### config.mk
export PLATFORM = sky130hd
export DESIGN_NAME = timer_apb_seq
export DESIGN_NICKNAME = d
export VERILOG_FILES = /design/src/rtl/timer_apb_seq.sv
export SDC_FILE = /design/constraint.sdc
export NUM_CORES = 1
export LEC_CHECK = 0
export ABC_AREA = 1
export CORE_MARGIN = 4
export CORE_UTILIZATION = 49
export DETAILED_ROUTE_END_ITERATION = 12
export GPL_ROUTABILITY_DRIVEN = 1
export MAX_ROUTING_LAYER = met4
export PLACE_DENSITY_LB_ADDON = 0.12
export SLEW_MARGIN = 20
export SYNTH_ARGS = -nofsm -noshare
export SYNTH_HDL_FRONTEND = slang
export SYNTH_SLANG_ARGS = --single-unit
export TNS_END_PERCENT = 20
### constraint.sdc
create_clock -name PCLK -period 1.9 [get_ports PCLK]
set_input_delay 0.475 -clock PCLK [delete_from_list [all_inputs] [get_ports PCLK]]
set_output_delay 0.475 -clock PCLK [all_outputs]
set_load 0.03 [all_outputs]
### src/rtl/timer_apb_seq.sv
// APB-master sequencer that programs timer_top for one run command, counts
// OVF/URF events (clearing TSR after each) and disables the timer on completion or stop.
module timer_apb_seq #(
    parameter int                    ADDR_WIDTH = 8,
    parameter int                    DATA_WIDTH = 8,
    parameter logic [ADDR_WIDTH-1:0] TDR_A      = 'h00,
    parameter logic [ADDR_WIDTH-1:0] TCR_A      = 'h01,
    parameter logic [ADDR_WIDTH-1:0] TSR_A      = 'h02,
    parameter int                    MAX_WAIT   = 16
) (
    input  logic                  PCLK,
    input  logic                  PRESET_n,
    input  logic                  cmd_valid,
    output logic                  cmd_ready,
    input  logic [7:0]            cmd_reload,
    input  logic [1:0]            cmd_cks,
    input  logic                  cmd_down,
    input  logic [7:0]            cmd_periods,
    input  logic                  stop,
    output logic                  m_psel,
    output logic                  m_penable,
    output logic                  m_pwrite,
    output logic [ADDR_WIDTH-1:0] m_paddr,
    output logic [DATA_WIDTH-1:0] m_pwdata,
    input  logic                  m_pready,
    input  logic                  m_pslverr,
    input  logic                  TMR_OVF,
    input  logic                  TMR_URF,
    output logic                  busy,
    output logic [7:0]            event_cnt,
    output logic                  done,
    output logic                  err,
    output logic                  overrun
);

    // state   | meaning
    // IDLE    | waiting for a run command
    // WR_TDR  | writing reload value to TDR
    // WR_LOAD | TCR write with load bit set
    // WR_RUN  | TCR write with enable and direction
    // RUN     | timer running, watching for events or stop
    // WR_CLR  | clearing TSR after an event
    // WR_STOP | TCR write disabling the timer
    // DONE    | one-cycle completion pulse
    localparam logic [2:0] S_IDLE    = 3'd0;
    localparam logic [2:0] S_WR_TDR  = 3'd1;
    localparam logic [2:0] S_WR_LOAD = 3'd2;
    localparam logic [2:0] S_WR_RUN  = 3'd3;
    localparam logic [2:0] S_RUN     = 3'd4;
    localparam logic [2:0] S_WR_CLR  = 3'd5;
    localparam logic [2:0] S_WR_STOP = 3'd6;
    localparam logic [2:0] S_DONE    = 3'd7;

    localparam int WW = $clog2(MAX_WAIT + 1);

    logic [2:0]    state;
    logic [2:0]    wr_next;
    logic          acc;
    logic [WW-1:0] wait_cnt;
    logic [7:0]    reload_q;
    logic [1:0]    cks_q;
    logic          down_q;
    logic [7:0]    periods_q;
    logic          pending;
    logic          src;
    logic          src_q;
    logic          rise;
    logic          accept;
    logic          enter_clr;
    logic          is_wr;
    logic [7:0]    cnt_inc;

    assign is_wr     = (state == S_WR_TDR) || (state == S_WR_LOAD) || (state == S_WR_RUN) ||
                       (state == S_WR_CLR) || (state == S_WR_STOP);
    assign busy      = (state != S_IDLE);
    assign cmd_ready = (state == S_IDLE);
    assign done      = (state == S_DONE);
    assign m_psel    = is_wr;
    assign m_pwrite  = is_wr;
    assign m_penable = acc;

    assign src       = down_q ? TMR_URF : TMR_OVF;
    assign rise      = src & ~src_q;
    assign accept    = cmd_valid & cmd_ready;
    assign enter_clr = (state == S_RUN) && !stop && pending;
    assign cnt_inc   = event_cnt + 8'd1;

    always_comb begin
        wr_next = S_IDLE;
        case (state)
            S_WR_TDR:  wr_next = S_WR_LOAD;
            S_WR_LOAD: wr_next = S_WR_RUN;
            S_WR_RUN:  wr_next = S_RUN;
            S_WR_CLR:  wr_next = ((periods_q != 8'd0) && (cnt_inc == periods_q)) ? S_WR_STOP : S_RUN;
            S_WR_STOP: wr_next = S_DONE;
            default:   wr_next = S_IDLE;
        endcase
    end

    // address/data derive from registered command fields, so they hold for the whole transfer
    always_comb begin
        m_paddr  = '0;
        m_pwdata = '0;
        case (state)
            S_WR_TDR: begin
                m_paddr  = TDR_A;
                m_pwdata = reload_q;
            end
            S_WR_LOAD: begin
                m_paddr  = TCR_A;
                m_pwdata = {6'b100000, cks_q};
            end
            S_WR_RUN: begin
                m_paddr  = TCR_A;
                m_pwdata = {2'b00, down_q, 3'b100, cks_q};
            end
            S_WR_CLR: begin
                m_paddr  = TSR_A;
                m_pwdata = 8'h00;
            end
            S_WR_STOP: begin
                m_paddr  = TCR_A;
                m_pwdata = {6'b000000, cks_q};
            end
            default: begin
                m_paddr  = '0;
                m_pwdata = '0;
            end
        endcase
    end

    always_ff @(posedge PCLK or negedge PRESET_n) begin
        if (!PRESET_n) begin
            state     <= S_IDLE;
            acc       <= 1'b0;
            wait_cnt  <= '0;
            reload_q  <= 8'd0;
            cks_q     <= 2'd0;
            down_q    <= 1'b0;
            periods_q <= 8'd0;
            event_cnt <= 8'd0;
            err       <= 1'b0;
            overrun   <= 1'b0;
            pending   <= 1'b0;
            src_q     <= 1'b0;
        end else begin
            err   <= 1'b0;
            src_q <= src;

            // a new edge beats the clear when both land in the same cycle
            if (busy && rise)
                pending <= 1'b1;
            else if (enter_clr || accept)
                pending <= 1'b0;

            if (accept)
                overrun <= 1'b0;
            else if (busy && rise && pending)
                overrun <= 1'b1;

            case (state)
                S_IDLE: begin
                    if (cmd_valid) begin
                        reload_q  <= cmd_reload;
                        cks_q     <= cmd_cks;
                        down_q    <= cmd_down;
                        periods_q <= cmd_periods;
                        event_cnt <= 8'd0;
                        state     <= S_WR_TDR;
                    end
                end
                S_RUN: begin
                    if (stop)
                        state <= S_WR_STOP;
                    else if (pending)
                        state <= S_WR_CLR;
                end
                S_DONE: state <= S_IDLE;
                default: begin
                    if (!acc) begin
                        acc      <= 1'b1;
                        wait_cnt <= WW'(MAX_WAIT);
                    end else if (m_pready) begin
                        acc <= 1'b0;
                        if (m_pslverr) begin
                            err   <= 1'b1;
                            state <= S_IDLE;
                        end else begin
                            state <= wr_next;
                            if (state == S_WR_CLR)
                                event_cnt <= cnt_inc;
                        end
                    end else if (wait_cnt <= WW'(1)) begin
                        acc   <= 1'b0;
                        err   <= 1'b1;
                        state <= S_IDLE;
                    end else begin
                        wait_cnt <= wait_cnt - 1'b1;
                    end
                end
            endcase
        end
    end

endmodule

==> results.tsv, run 1 <==
stage	metric	value	unit
outcome	status	finished with violations	
outcome	failing checks	negative setup slack	
clocking	register clock-pin slew on the reported worst setup and hold paths	0.08	ns
yosys	Synth top area share	44.4	%
cells_and_area	final std cells w/o fill	428	
yosys	synthesized area	2260	µm²
clocking	Max clock buf depth	2	
route	via/cell ratio	4.95	
route	Iter 0 DRT Violations	103	
yosys	Seq/Total Area, Yosys	44.4	%
worst_hold_path	worst hold path class	primary input to asynchronous set/reset pin	
power_and_ir_drop	Leak	1.52	nW
die	Core ar.	4410	µm²
yosys	number of synthesized flops with an enable pin	0	
timing	Tightest Pin Transition	0.512	ns
yosys	Syn Inst Count	302	
timing	Final Max Tran Viols	0	
power_and_ir_drop	Max VDD drop	0.778	mV
cells_and_area	multi-input gate area in the final layout	1040	µm²
yosys	Post-synth top flop	dfrtp_1	
timing	slack of the critical path	-0.0904	ns
setup_path	CP max FO	4	
yosys	count leader, synth	nand2_1	
setup_path	CP endpoint kind	output pin	
cells_and_area	Syn-to-layout area delta	38.0	%
yosys	unique cell type count in the Yosys netlist	29	
die	# rows	24	
clocking	htree depth	2	
cells_and_area	flip-flop and latch area	1000	µm²
timing	Tcrit/Tclk final	105	%
clocking	CTS sink cnt	40	
yosys	synth top area cells	dfrtp_1 44%, nand2_1 14%, inv_1 6.5%	
global_routing	pin count of the biggest net entering global routing	41	
route	DR WL/cell	12.2	µm
yosys	Mean Syn Cell Area	7.47	µm²
clocking	cts hold-fix bufs	0	
timing	Clock Skew	0.00939	ns
placed_design	placed insts	413	
global_routing	GRT Overall Usage	20.2	%
die	Die W	75.9	µm
route	DRC	0	
placed_design	I/O Buffers	52	
timing	Peak Freq	502	MHz
die	die height	75.9	µm
clocking	worst skew pair latency	0.29	ns
placed_design	hpwl dp	3.91	mm
route	post-route ant nets	0	
timing	final hold violation count	0	
global_routing	gr ovfl total	0	
route	via count	2117	
die	die area	5750	µm²
setup_path	CP startpoint kind	flop	
cells_and_area	fill count	374	
setup_path	WS Path Type	flop to output pin	
global_routing	first-pass GRT wire length	8.58	mm
power_and_ir_drop	Tot Pwr	5.01	mW
route	final wirelength	5.20	mm
timing	Setup violations, final	7	
timing	Tmin final	1.99	ns
clocking	TritonCTS clock tree	built	
cells_and_area	Nets	406	
yosys	#FFs+latches synth	40	
job	max-cap check violation count	0	
clocking	root buffer cell	clkbuf_8	
route	router iterations before antenna repair	4	
setup_path	crit path DAT	1.52	ns
timing	RSZ-0062 raised after global routing	true	
global_routing	initial antenna violation count	0	
placed_design	GP Congestion	0.871	
cells_and_area	# diodes	0	
power_and_ir_drop	Pwr Density	1610	nW/µm²
yosys	cell taking the most area after synthesis	dfrtp_1	
yosys	Ys Warns	0	
yosys	Commonest cells post-synth	85 x nand2_1, 40 x dfrtp_1, 39 x inv_1	
die	Initial Util	51.1	%
cells_and_area	fraction of layout cells with a size suffix above 1	22.3	%
cells_and_area	final core utilization	70.5	%
die	IO Pins	59	
global_routing	vias in the first global route	1959	
timing	Rel. slew slack	65.9	%
yosys	Async SR Flop Fraction	100	%
setup_path	flop2flop setup slack	0.14	ns
setup_path	required time of the critical path	1.42	ns
clocking	CTS Buf Count	5	
metal layers:
| layer | track usage [%] | routed length, µm |
|---|---|---|
| met5 | - | 0 |
| met4 | 6.21 | 82 |
| met3 | 3.69 | 282 |
| met2 | 33.7 | 2470 |
| met1 | 24.8 | 2370 |
cell families (layout without fill, tap and decap cells):
logic type | Yosys count | after routing | share of synthesized area (%)
compound gates | 42 | 42 | 10.4
xor+xnor | 1 | 1 | 0.388
fa+ha+maj | 3 | 3 | 1.66
buf+inv | 61 | 130 | 12.1
flops | 40 | 40 | 44.4
other cells | 1 | 6 | 0.166
simple gates | 154 | 154 | 30.9
per-stage QoR:
stage          hold slack, ns  setup WS, ns  TNS [ns]  area [µm²]
6_report                0.219       -0.0904    -0.297        3110
3_3_place_gp            0.459        0.0867         0        2850
2_1_floorplan           0.179       -0.0677   -0.0677        2280
5_1_grt                 0.274        -0.172     -1.05        3110
4_1_cts                 0.249       -0.0564    -0.129        3080
3_5_place_dp            0.459        0.0769         0        2850
registers in the layout, indices dropped and copies added (netlist names):
register / cells
cks_q: 2
down_q: 1
err: 1
event_cnt: 8
m_penable: 1
overrun: 1
pending: 1
periods_q: 8
reload_q: 8
src_q: 1
state: 3
wait_cnt: 5
layout make-up:
| type | count | area share [%] |
|---|---|---|
| Multi-Input combinational cell | 206 | 33.5 |
| Sequential cell | 40 | 32.2 |
| Timing Repair Buffer | 75 | 22.0 |
| Inverter | 48 | 6.07 |
| Clock buffer | 5 | 2.21 |
| Tap cell | 52 | 2.09 |
| Clock inverter | 2 | 1.93 |
power breakdown:
group          switching, mW  leakage [nW]  internal [mW]
combinational           1.71         0.946           1.10
sequential             0.204         0.507           1.19
clock                  0.288        0.0642          0.517
worst max-delay path, cell delays in order, from the launching register on:
cell	delay, ns
dfrtp_1	0.40
buf_4	0.14
nor2_2	0.08
inv_2	0.06
buf_4	0.15
nor2_4	0.09
inv_2	0.05
nand2_2	0.07
nor2_4	0.05
buf_6	0.13
repair_timing:
item	4_1_cts	5_1_grt
resized for setup	23	11
pin swaps	1	1
endpoints found under the setup margin	15	14
buffers inserted	7	1
worst paths after layout:
| path | depth (start not counted) | to | from |
|---|---|---|---|
| max | 9 | m_pwrite | state[1] |
| min | 2 | err | PRESET_n |
| max reg2reg | 14 | state[1] | state[1] |
| min reg2reg | 2 | reload_q[5] | reload_q[5] |
| max in group asynchronous | 2 | src_q | PRESET_n |
| min in group PCLK | 2 | reload_q[5] | reload_q[5] |
placed cells by master, fill, tap and decap left out, types with 3 or more instances in the layout:
cell / Yosys / routed
a21oi_2: 0 / 3
inv_1: 39 / 36
nand3_1: 18 / 18
clkbuf_8: 0 / 5
conb_1: 1 / 6
o21ai_1: 6 / 7
ha_1: 3 / 3
nor2_2: 3 / 5
inv_2: 8 / 9
nand2_2: 6 / 8
o21ai_0: 18 / 17
buf_6: 1 / 11
o22ai_1: 7 / 7
dfrtp_1: 40 / 40
nor2_4: 5 / 8
buf_4: 8 / 26
dlygate4sd2_1: 0 / 3
nor2_1: 26 / 21
nand2_1: 85 / 83
nand4_1: 4 / 4
clkdlybuf4s50_1: 0 / 33
a21oi_1: 7 / 4
Note: power is estimated with default switching activity, not from simulation.
==> run 2: changes to the inputs <==
==> constraint.sdc (replaced) <==
create_clock -name PCLK -period 1.9 [get_ports PCLK]
set_input_delay 0.19 -clock PCLK [delete_from_list [all_inputs] [get_ports PCLK]]
set_output_delay 0.19 -clock PCLK [all_outputs]
set_load 0.03 [all_outputs]
==> results.tsv, run 2 (synthesized netlist as in run 1, its figures left out) <==
stage	metric	value	unit
outcome	status	complete, no violations	
setup_path	required time of the critical path	1.71	ns
timing	RSZ-0062 raised after global routing	true	
power_and_ir_drop	Max VDD drop	0.846	mV
global_routing	pin count of the biggest net entering global routing	41	
timing	final hold violation count	0	
global_routing	GRT Overall Usage	20.3	%
cells_and_area	commonest non-fill, non-tap cell in the layout	nand2_1	
power_and_ir_drop	Leak	1.41	nW
setup_path	Largest stage delay, worst path	0.45	ns
placed_design	GP Congestion	0.861	
clocking	htree depth	2	
clocking	Max clock buf depth	2	
clocking	worst skew pair latency	0.29	ns
global_routing	vias in the first global route	1929	
setup_path	Worst path slowest cell	dfrtp_1	
power_and_ir_drop	Sw Ratio	46.6	%
timing	Tcrit/Tclk final	93.6	%
setup_path	CP endpoint kind	output pin	
cells_and_area	Largest regs	event_cnt (8), periods_q (8), reload_q (8)	
route	via/cell ratio	5.11	
cells_and_area	most frequent cells in the layout	85 x nand2_1, 40 x dfrtp_1, 39 x inv_1, 36 x clkdlybuf4s50_1, 25 x nor2_1	
route	final wirelength	5.21	mm
clocking	TritonCTS clock tree	built	
timing	setup TNS	0	ns
setup_path	worst path bufs/invs	3	
clocking	CTS Buf Count	5	
die	die area	5750	µm²
timing	Rel. slew slack	65.8	%
route	DR WL/cell	12.6	µm
setup_path	CP max FO	6	
route	post-route ant nets	0	
worst_hold_path	worst hold path class	primary input to flop	
route	router iterations before antenna repair	4	
cells_and_area	final core utilization	65.6	%
power_and_ir_drop	Pint	2.40	mW
timing	Final Max Tran Viols	0	
placed_design	I/O Buffers	52	
route	via count	2114	
die	die height	75.9	µm
cells_and_area	fraction of layout cells with a size suffix above 1	14.6	%
global_routing	initial antenna violation count	0	
setup_path	CP startpoint kind	flop	
clocking	CTS sink cnt	40	
route	Iter 0 DRT Violations	124	
clocking	register clock-pin slew on the reported worst setup and hold paths	0.08	ns
clocking	root buffer cell	clkbuf_8	
power_and_ir_drop	Pwr Density	1550	nW/µm²
cells_and_area	Nets	391	
cells_and_area	fill count	389	
power_and_ir_drop	combinational share of power	52.5	%
die	Core ar.	4410	µm²
timing	Setup violations, final	0	
timing	Peak Freq	562	MHz
route	DRC	0	
setup_path	crit path DAT	1.59	ns
die	IO Pins	59	
global_routing	first-pass GRT wire length	8.59	mm
power_and_ir_drop	clock network power share	15.4	%
setup_path	most frequent cell on the critical path	inv_2	
timing	Clock Skew	0.00484	ns
die	Die W	75.9	µm
cells_and_area	Syn-to-layout area delta	28.3	%
power_and_ir_drop	switching power	2.09	mW
clocking	postcts setup bufs	0	
setup_path	CP top delay family	buffers and inverters	
setup_path	CP Cell Sequence	nor2_2 > inv_2 > nor2_4 > inv_2 > dlygate4sd2_1	
timing	Tightest Pin Transition	0.513	ns
setup_path	WS Path Type	flop to output pin	
cells_and_area	# diodes	0	
job	max-cap check violation count	0	
global_routing	gr ovfl total	0	
timing	Tmin final	1.78	ns
placed_design	hpwl dp	3.88	mm
power_and_ir_drop	Sequential Power Share	32.0	%
die	# rows	24	
die	Initial Util	51.1	%
==> run 2: worst reg2reg max path, stage by stage, from the launching register on <==
cell,delay [ns]
dfrtp_1,0.38
ha_2,0.23
nand3_1,0.14
nor2_2,0.16
inv_1,0.06
nand2_1,0.07
nand2_1,0.07
nand2_1,0.06
nand2_1,0.05
nor2_1,0.08
nand3_1,0.11
nand2_1,0.07
nand2_1,0.04
a21oi_1,0.12
==> run 2: what timing repair did <==
| item | CTS | global route |
|---|---|---|
| hold buffers | 1 | 0 |
| resized for setup | 9 | 12 |
| endpoints found under the hold margin | 40 | 0 |
| pin swaps | 0 | 0 |
| setup endpoints to repair | 9 | 6 |
==> run 2: per-layer routing <==
layer,GRT usage (%),wire length (µm),vias up
li1,-,-,1061
met1,25.5,2360,983
met2,32.8,2480,62
met3,3.69,308,8
met4,6.99,72,0
met5,-,0,-
==> run 2: worst paths after layout <==
kind                               from      endpoint  slack, ns  cells after the start
setup / recovery               state[1]          busy       0.12                      5
hold / removal               cmd_cks[0]      cks_q[0]       0.43                      3
setup reg to reg           event_cnt[1]      state[1]       0.18                     13
max in group asynchronous      PRESET_n  event_cnt[2]       1.05                      3
min in group asynchronous      PRESET_n   wait_cnt[4]       0.48                      3
hold reg to reg             reload_q[7]   reload_q[7]       0.48                      2
==> run 2: final cells by class <==
type                            instances  area (µm²)  area share, %
Timing Repair Buffer                   60         533           18.4
Multi-Input combinational cell        206        1000           34.7
Sequential cell                        40        1000           34.6
Clock buffer                            6        72.6           2.51
Inverter                               48         183           6.31
Tap cell                               52        65.1           2.25
Clock inverter                          2        35.0           1.21
==> run 2: power by group through the flow <==
stage                     clock, mW  sequential [mW]  combinational, mW
after detailed placement          0             1.45               2.46
after floorplan                   0             1.49               1.64
after CTS                     0.707             1.44               2.40
after global placement            0             1.43               2.42
final                         0.693             1.44               2.36
after global routing          0.737             1.48               2.63
==> run 2: metrics by stage <==
| stage | worst slack (ns) | std cells | area (µm²) | power (mW) | hold WS, ns |
|---|---|---|---|---|---|
| after CTS | 0.0228 | 414 | 2910 | 4.54 | 0.424 |
| after global routing | -0.0147 | 414 | 2890 | 4.85 | 0.440 |
| final | 0.122 | 414 | 2890 | 4.49 | 0.429 |
| after floorplan | 0.0988 | 307 | 2270 | 3.13 | -0.106 |
| after detailed placement | 0.0734 | 405 | 2800 | 3.91 | 0.282 |
| after global placement | 0.135 | 405 | 2800 | 3.85 | 0.276 |
